## src/rtl/cpu_ctrl_pkg.sv

```systemverilog
// rtl/cpu_ctrl_pkg.sv - shared encodings for the multi-cycle CPU control unit
package cpu_ctrl_pkg;

  typedef enum logic [2:0] {
    S_FETCH  = 3'd0,
    S_DECODE = 3'd1,
    S_EXEC   = 3'd2,
    S_MEM    = 3'd3,
    S_WB     = 3'd4,
    S_HALT   = 3'd5
  } state_e;

  typedef enum logic [3:0] {
    OP_ADD = 4'h0, OP_SUB, OP_XOR, OP_RED, OP_SLL, OP_SRA, OP_ROR, OP_PADDSB,
    OP_LW, OP_SW, OP_LLB, OP_LHB, OP_B, OP_BR, OP_PCS, OP_HLT
  } opcode_e;

  typedef enum logic [2:0] {
    ALU_ADD = 3'd0, ALU_SUB, ALU_XOR, ALU_RED, ALU_SLL, ALU_SRA, ALU_ROR, ALU_PADDSB
  } alu_op_e;

  typedef enum logic [1:0] {
    M2R_PC  = 2'b00,
    M2R_IMM = 2'b01,
    M2R_ALU = 2'b10,
    M2R_MEM = 2'b11
  } m2r_e;

  typedef enum logic [1:0] {
    PC_NEXT = 2'b00,
    PC_REG  = 2'b01,
    PC_REL  = 2'b11
  } pc_src_e;

  typedef enum logic [2:0] {
    CL_ALU, CL_LOAD, CL_STORE, CL_IMM, CL_BRANCH, CL_PCS, CL_HALT, CL_ILLEGAL
  } op_class_e;

  // Z,V,N write-enable masks
  localparam logic [2:0] FLAGS_ALL  = 3'b111;
  localparam logic [2:0] FLAGS_Z    = 3'b100;
  localparam logic [2:0] FLAGS_NONE = 3'b000;

endpackage

```

## src/rtl/cpu_ctrl_decode.sv

```systemverilog
// rtl/cpu_ctrl_decode.sv - maps the latched IR to an opcode class and static datapath fields
module cpu_ctrl_decode
  import cpu_ctrl_pkg::*;
#(
  parameter int OPW = 4
) (
  input  logic [OPW-1:0] ir,
  output logic [2:0]     op_class,
  output logic [2:0]     alu_op,
  output logic           alu_src,
  output logic [2:0]     flag_mask,
  output logic [1:0]     mem_to_reg,
  output logic [1:0]     pc_src,
  output logic           lh
);

  logic [3:0] op4;
  logic       illegal;

  assign op4     = ir[3:0];
  assign illegal = 32'(ir) > 32'd15;

  always_comb begin
    op_class   = CL_ILLEGAL;
    alu_op     = ALU_ADD;
    alu_src    = 1'b0;
    flag_mask  = FLAGS_NONE;
    mem_to_reg = M2R_PC;
    pc_src     = PC_NEXT;
    lh         = 1'b0;
    if (!illegal) begin
      case (op4)
        OP_ADD, OP_SUB: begin
          op_class = CL_ALU; alu_op = op4[2:0]; flag_mask = FLAGS_ALL; mem_to_reg = M2R_ALU;
        end
        OP_XOR, OP_RED, OP_PADDSB: begin
          op_class = CL_ALU; alu_op = op4[2:0]; flag_mask = FLAGS_Z; mem_to_reg = M2R_ALU;
        end
        OP_SLL, OP_SRA, OP_ROR: begin
          op_class = CL_ALU; alu_op = op4[2:0]; flag_mask = FLAGS_Z; mem_to_reg = M2R_ALU;
          alu_src = 1'b1;
        end
        OP_LW:  begin op_class = CL_LOAD;  alu_src = 1'b1; mem_to_reg = M2R_MEM; end
        OP_SW:  begin op_class = CL_STORE; alu_src = 1'b1; end
        OP_LLB: begin op_class = CL_IMM;   mem_to_reg = M2R_IMM; end
        OP_LHB: begin op_class = CL_IMM;   mem_to_reg = M2R_IMM; lh = 1'b1; end
        OP_B:   begin op_class = CL_BRANCH; pc_src = PC_REL; end
        OP_BR:  begin op_class = CL_BRANCH; pc_src = PC_REG; end
        OP_PCS: begin op_class = CL_PCS;   mem_to_reg = M2R_PC; end
        OP_HLT: op_class = CL_HALT;
        default: op_class = CL_ILLEGAL;
      endcase
    end
  end

endmodule

```

## src/rtl/cpu_control_mc.sv

```systemverilog
// rtl/cpu_control_mc.sv - multi-cycle Moore control FSM for the 16-bit CPU
// Optional memory-wait watchdog enabled by defining CTRL_TIMEOUT_EN.
module cpu_control_mc
  import cpu_ctrl_pkg::*;
#(
  parameter int OPW = 4
`ifdef CTRL_TIMEOUT_EN
  ,
  parameter int MEM_WAIT_MAX = 15
`endif
) (
  input  logic           clk,
  input  logic           rst,
  input  logic [OPW-1:0] opcode,
  input  logic           mem_ready,
  input  logic           cond_met,
  output logic           ir_load,
  output logic           pc_write,
  output logic           reg_read,
  output logic           mem_read,
  output logic           mem_write,
  output logic [1:0]     mem_to_reg,
  output logic [2:0]     alu_op,
  output logic           alu_src,
  output logic           reg_write,
  output logic           lh,
  output logic [1:0]     pc_source,
  output logic [2:0]     flag_wr,
  output logic           illegal_op,
  output logic           mem_timeout,
  output logic           halted,
  output logic [2:0]     state
);

  state_e         st;
  logic [OPW-1:0] ir;
  logic [2:0]     cls;
  logic [2:0]     d_alu_op;
  logic           d_alu_src;
  logic [2:0]     d_flags;
  logic [1:0]     d_m2r;
  logic [1:0]     d_pc_src;
  logic           d_lh;
  logic           wd_fire;

  cpu_ctrl_decode #(.OPW(OPW)) u_decode (
    .ir         (ir),
    .op_class   (cls),
    .alu_op     (d_alu_op),
    .alu_src    (d_alu_src),
    .flag_mask  (d_flags),
    .mem_to_reg (d_m2r),
    .pc_src     (d_pc_src),
    .lh         (d_lh)
  );

`ifdef CTRL_TIMEOUT_EN
  logic       waiting;
  logic [7:0] wdog;
  logic       timeout_q;

  // The counter only survives consecutive stalled cycles; any progress clears it.
  assign waiting = ((st == S_FETCH) || (st == S_MEM)) && !mem_ready;
  assign wd_fire = waiting && ((wdog + 8'd1) == 8'(MEM_WAIT_MAX));

  always_ff @(posedge clk) begin
    if (rst) begin
      wdog      <= 8'd0;
      timeout_q <= 1'b0;
    end else begin
      wdog <= (waiting && !wd_fire) ? wdog + 8'd1 : 8'd0;
      if (wd_fire) timeout_q <= 1'b1;
    end
  end

  assign mem_timeout = timeout_q;
`else
  assign wd_fire     = 1'b0;
  assign mem_timeout = 1'b0;
`endif

  always_ff @(posedge clk) begin
    if (rst) begin
      st <= S_FETCH;
      ir <= '0;
    end else if (wd_fire) begin
      st <= S_HALT;
    end else begin
      case (st)
        S_FETCH: if (mem_ready) begin
          ir <= opcode;
          st <= S_DECODE;
        end
        S_DECODE: case (cls)
          CL_ALU, CL_LOAD, CL_STORE, CL_BRANCH: st <= S_EXEC;
          CL_IMM, CL_PCS:                       st <= S_WB;
          CL_HALT:                              st <= S_HALT;
          default:                              st <= S_FETCH;
        endcase
        S_EXEC: begin
          if (cls == CL_BRANCH) st <= S_FETCH;
          else if ((cls == CL_LOAD) || (cls == CL_STORE)) st <= S_MEM;
          else st <= S_WB;
        end
        S_MEM:  if (mem_ready) st <= (cls == CL_LOAD) ? S_WB : S_FETCH;
        S_WB:   st <= S_FETCH;
        S_HALT: st <= S_HALT;
        default: st <= S_FETCH;
      endcase
    end
  end

  // Outputs are held at zero while rst is asserted so FETCH's read is not seen during reset.
  always_comb begin
    ir_load    = 1'b0;
    pc_write   = 1'b0;
    reg_read   = 1'b0;
    mem_read   = 1'b0;
    mem_write  = 1'b0;
    mem_to_reg = 2'b00;
    alu_op     = 3'b000;
    alu_src    = 1'b0;
    reg_write  = 1'b0;
    lh         = 1'b0;
    pc_source  = PC_NEXT;
    flag_wr    = FLAGS_NONE;
    illegal_op = 1'b0;
    halted     = 1'b0;
    state      = S_FETCH;
    if (!rst) begin
      state = st;
      case (st)
        S_FETCH: begin
          mem_read = 1'b1;
          ir_load  = mem_ready;
          pc_write = mem_ready;
        end
        S_DECODE: begin
          reg_read   = 1'b1;
          illegal_op = (cls == CL_ILLEGAL);
        end
        S_EXEC: begin
          alu_op  = d_alu_op;
          alu_src = d_alu_src;
          flag_wr = d_flags;
          if (cls == CL_BRANCH) begin
            pc_write  = cond_met;
            pc_source = d_pc_src;
          end
        end
        S_MEM: begin
          mem_read  = (cls == CL_LOAD);
          mem_write = (cls == CL_STORE);
          alu_src   = 1'b1;
        end
        S_WB: begin
          reg_write  = 1'b1;
          mem_to_reg = d_m2r;
          lh         = d_lh;
        end
        S_HALT:  halted = 1'b1;
        default: halted = 1'b0;
      endcase
    end
  end

endmodule

```

## config.mk

```make
export PLATFORM = sky130hd
export DESIGN_NAME = cpu_control_mc
export DESIGN_NICKNAME = d
export VERILOG_FILES = /design/src/rtl/cpu_ctrl_pkg.sv /design/src/rtl/cpu_ctrl_decode.sv /design/src/rtl/cpu_control_mc.sv
export SDC_FILE = /design/constraint.sdc
export NUM_CORES = 1
export LEC_CHECK = 0
export CAP_MARGIN = 40
export CORE_MARGIN = 5
export CORE_UTILIZATION = 40
export CTS_CLUSTER_DIAMETER = 80
export CTS_CLUSTER_SIZE = 12
export DETAILED_ROUTE_END_ITERATION = 12
export MAX_ROUTING_LAYER = met4
export PLACE_DENSITY = 0.8
export SKIP_CTS_REPAIR_TIMING = 1
export SLEW_MARGIN = 20
export SYNTH_ARGS = -nofsm -noshare
export SYNTH_HDL_FRONTEND = slang
export SYNTH_SLANG_ARGS = --single-unit
```

## constraint.sdc

```tcl
create_clock -name clk -period 1.85 [get_ports clk]
set_input_delay 0.37 -clock clk [delete_from_list [all_inputs] [get_ports clk]]
set_output_delay 0.37 -clock clk [all_outputs]
set_load 0.1 [all_outputs]
```

==> results of run 1 <==
## Yosys cell counts, drive strengths merged (3+ instances only)
| library cell | count | share of area (%) |
|---|---|---|
| nand2b | 4 | 7.1 |
| nor3 | 4 | 3.0 |
| clkbuf | 3 | 1.7 |
| nor2 | 18 | 10 |
| mux2i | 3 | 4.5 |
| dfxtp | 7 | 21 |
| buf | 9 | 10 |
| inv | 4 | 2.2 |
| nor4 | 3 | 5.0 |
| and2 | 3 | 2.8 |
| a21oi | 6 | 4.5 |
| nand2 | 3 | 1.7 |
## cells by family after synthesis
family / Yosys count / share of synthesized area (%)
mux: 3 / 4.47
other cells: 1 / 0.558
buf+inv: 16 / 14.0
xor+xnor: 1 / 1.30
simple gates: 47 / 43.9
compound gates: 15 / 14.9
flops: 7 / 20.9
## metrics by stage
step                instances  setup slack, ns  utilization, %  cell area (um2)
global placement          146           -0.265            92.8             1430
floorplan                  91            -1.47               -              830
CTS                       150           -0.325            94.5             1460
detailed placement        146           -0.328            92.8             1430
==> reports/metrics.csv, run 1 <==
stage,metric,value,unit
die,die boundary height,51.0,um
placement,Port Buffers,29,
synth,cells after synthesis,90,
clocking,CTS buffer count,3,
clocking,clk buf depth,2,
outcome,Halt Stage,global routing (5_1_grt),
placement,half-perimeter wire length after placement,2.11,mm
die,effective utilization at floorplan,43.6,%
synth,proportion of register bits with asynchronous set or reset after synthesis,0,%
die,die span in x,51.0,um
timing,pin type at the end of the worst path,top-level output,
synth,part of the Yosys area used for sequential elements,20.9,%
synth,unique cell type count in the Yosys netlist,36,
die,Core Rows,14,
die,number of placed I/O pins,32,
synth,register bit count reported by yosys,7,
synth,warning count from the yosys run,0,
synth,Synth Area per Inst,7.47,um2
synth,number of enable flip-flop cells after synthesis,0,
timing,grt repair worst endpoint,flag_wr[0],
synth,Main synth FF type,sky130_fd_sc_hd__dfxtp_1,
synth,Syn Std Cell Area,672,um2
global_route,maximum number of pins on one net before global-route repair,11,
clocking,number of sinks driven by the clock tree,7,
outcome,result of the run,aborted with a tool error,
clocking,Clock Root Buffer,sky130_fd_sc_hd__clkbuf_4,
outcome,Err,"[ERROR DPL-0038] Utilization greater than 100%, impossible to legalize",
clocking,H-tree depth,1,
placement,Final Wtd Congestion,0.853,
==> inputs of run 2 (changes only) <==
--- a/config.mk
+++ b/config.mk
@@ -6,13 +6,10 @@
 export NUM_CORES = 1
 export LEC_CHECK = 0
 export CAP_MARGIN = 40
-export CORE_MARGIN = 5
-export CORE_UTILIZATION = 40
-export CTS_CLUSTER_DIAMETER = 80
-export CTS_CLUSTER_SIZE = 12
+export CORE_AREA = 5 5 66 68
 export DETAILED_ROUTE_END_ITERATION = 12
-export MAX_ROUTING_LAYER = met4
-export PLACE_DENSITY = 0.8
+export DIE_AREA = 0 0 71 73
+export PLACE_DENSITY_LB_ADDON = 0.15
 export SKIP_CTS_REPAIR_TIMING = 1
 export SLEW_MARGIN = 20
 export SYNTH_ARGS = -nofsm -noshare
==> run 2 against run 1 <==
Net effect:
- the flow now finishes, with violations (setup timing)
- area after synthesis unchanged
- synthesized cell count unchanged
==> reports/metrics.csv, run 2 <==
stage,metric,value,unit
cells_and_area,post-route cell area,1690,um2
routing,per-cell routed wire length,12.5,um
die,die span in x,71,um
cells_and_area,number of filler instances in the final layout,379,
outcome,result of the run,"finished, violations left",
routing,via count,819,
routing,number of DRC violations after detailed routing,0,
cells_and_area,number of flip-flops in the largest register,4,
timing,top achievable clock speed,0.508,GHz
global_route,All-Layer GR Usage,9.55,%
worst_setup_path,data arrival at the endpoint of the critical path,1.60,ns
timing,worst setup margin,-0.117,ns
timing,Final Slew Violations,0,
synth,Synth Area per Inst,7.47,um2
clocking,clk buf depth,2,
timing,Final Critical Period,1.97,ns
timing,Fin Setup TNS,-0.514,ns
synth,unique cell type count in the Yosys netlist,36,
die,Die Footprint,5180,um2
cells_and_area,largest reg by FF count,ir,
cells_and_area,"leading cell type in the layout, fill and taps excluded",sky130_fd_sc_hd__buf_4,
cells_and_area,fraction of final layout cells with drive strength greater than 1,67.8,%
clocking,worst skew pair latency,0.23,ns
placement,Post-DP Area,1480,um2
die,die boundary height,73,um
worst_setup_path,endpoint required time on the critical path,1.48,ns
synth,"area leader, netlist",sky130_fd_sc_hd__dfxtp_1,
worst_setup_path,Critical Path End Type,primary output,
worst_hold_path,hold path cells,3,
synth,fraction of synthesized cell area taken by the top area cell type,20.9,%
synth,cells taking the most area after synthesis,"sky130_fd_sc_hd__dfxtp_1, sky130_fd_sc_hd__nor2_1, sky130_fd_sc_hd__nand2b_4",
global_route,global-route wire length before repair,3.88,mm
global_route,global-route congestion overflow total,0,
timing,tightest hold margin,0.503,ns
clocking,Clock Root Buffer,sky130_fd_sc_hd__clkbuf_8,
pwr,power per cell area,1100,nW/um2
pwr,peak ir drop on the vdd network,519,uV
cells_and_area,number of diodes,0,
synth,Syn Std Cell Area,672,um2
timing,final setup fails,10,
synth,number of enable flip-flop cells after synthesis,0,
global_route,vias in the first global route,822,
routing,"wirelength, routed",2.40,mm
placement,Port Buffers,29,
synth,most common cell in the synthesized netlist,sky130_fd_sc_hd__nor2_1,
worst_setup_path,kind of launch point of the worst setup path,flop,
synth,part of the Yosys area used for sequential elements,20.9,%
clocking,H-tree depth,1,
cells_and_area,Final Util,44.5,%
placement,Final Wtd Congestion,0.838,
placement,Post-Place Cells,181,
cells_and_area,"commonest cells after routing, fill and taps aside","sky130_fd_sc_hd__buf_4, sky130_fd_sc_hd__buf_12, sky130_fd_sc_hd__nor2_1",
cells_and_area,area overhead of the layout relative to synthesis,152,%
die,number of placed I/O pins,32,
clocking,CTS buffer count,3,
synth,most frequent cells after synthesis,"sky130_fd_sc_hd__nor2_1, sky130_fd_sc_hd__dfxtp_1, sky130_fd_sc_hd__a21oi_1",
timing,setup repair after global routing missed its margin,true,
cells_and_area,nets@finish,152,
synth,register bit count reported by yosys,7,
worst_hold_path,worst hold-check path type,input port to flop,
routing,drt first-iter violations,25,
routing,antenna-violating nets left,0,
synth,proportion of register bits with asynchronous set or reset after synthesis,0,%
worst_setup_path,maximum fanout count along the critical path,5,
cells_and_area,Non-Filler Instances,193,
routing,number of detailed-routing iterations run before antenna repair,3,
pwr,Leakage,0.000662,uW
worst_setup_path,crit path kind,flop to primary output,
flow_run,maxcap violations,0,
placement,half-perimeter wire length after placement,1.87,mm
synth,cells after synthesis,90,
die,effective utilization at floorplan,17.7,%
clocking,TritonCTS clock tree,done,
worst_setup_path,path depth of the worst reg2reg path,7,
synth,warning count from the yosys run,0,
cells_and_area,leading registers by flop count,"ir (4), st (3)",
global_route,maximum number of pins on one net before global-route repair,11,
routing,number of vias per cell,4.24,
synth,Main synth FF type,sky130_fd_sc_hd__dfxtp_1,
clocking,number of sinks driven by the clock tree,7,
timing,share of the clock period used by the worst path after layout,106,%
timing,endpoints failing hold,0,
die,core region area,3800,um2
die,Core Rows,23,
clocking,clock slew seen by the registers of the worst setup and hold paths,0.04,ns
outcome,failing checks,setup timing,
timing,worst clock skew on the final layout,0.00188,ns
global_route,initial antenna violation count,0,
[run 2: cell counts after synthesis]
No cell type changed its count.
[run 2: layout make-up]
type | instances | area (um2) | share of cell area (%)
multi-input cells | 68 | 639 | 37.8
repair buffers | 60 | 767 | 45.3
flip-flops and latches | 7 | 155 | 9.17
well taps | 50 | 62.6 | 3.70
clock buffers | 4 | 45.0 | 2.66
inverters | 4 | 22.5 | 1.33
[run 2: kinds of logic (layout without fill, tap and decap cells)]
group           count (synthesis)  in the layout  synth area share [%]
other cells                     1              2                 0.558
buf+inv                        16             68                  14.0
compound gates                 15             15                  14.9
flops                           7              7                  20.9
mux                             3              3                  4.47
xor+xnor                        1              1                  1.30
simple gates                   47             47                  43.9
[run 2: worst paths after layout]
| kind | from | end | slack, ns |
|---|---|---|---|
| setup / recovery | st[0] | mem_to_reg[0] | -0.12 |
| hold / removal | mem_ready | st[1] | 0.50 |
| setup reg to reg | st[2] | ir[3] | 0.30 |
| hold reg to reg | ir[3] | ir[3] | 0.54 |
[run 2: layer usage]
| metal | vias to the layer above | wire length (um) | GRT usage (%) |
|---|---|---|---|
| li1 | 413 | - | - |
| met1 | 372 | 1030 | 11.8 |
| met2 | 27 | 1150 | 14.3 |
| met3 | 7 | 125 | 2.07 |
| met4 | 0 | 94 | 7.52 |
| met5 | - | 0 | 0 |
[run 2: per-stage QoR]
stage / total power (uW) / setup slack, ns
global route: 1950 / -0.197
CTS: 1750 / -0.334
floorplan: 1120 / -1.47
global placement: 1520 / -0.268
finish: 1860 / -0.117
detailed placement: 1520 / -0.332
[run 2: power breakdown]
group	switching, uW	total (uW)	internal (uW)
registers	66.0	265	199
clock network	70.7	220	149
logic	817	1380	559
total	953	1860	907
[run 2: critical path: stages (launching register included)]
cell and delay [ns]:
sky130_fd_sc_hd__dfxtp_2 0.33, sky130_fd_sc_hd__buf_4 0.16, sky130_fd_sc_hd__nor4b_1 0.32, sky130_fd_sc_hd__buf_4 0.18, sky130_fd_sc_hd__nand2_4 0.06, sky130_fd_sc_hd__a21oi_4 0.13
sky130_fd_sc_hd__buf_12 0.18
Power figures use the tool's default switching activity.
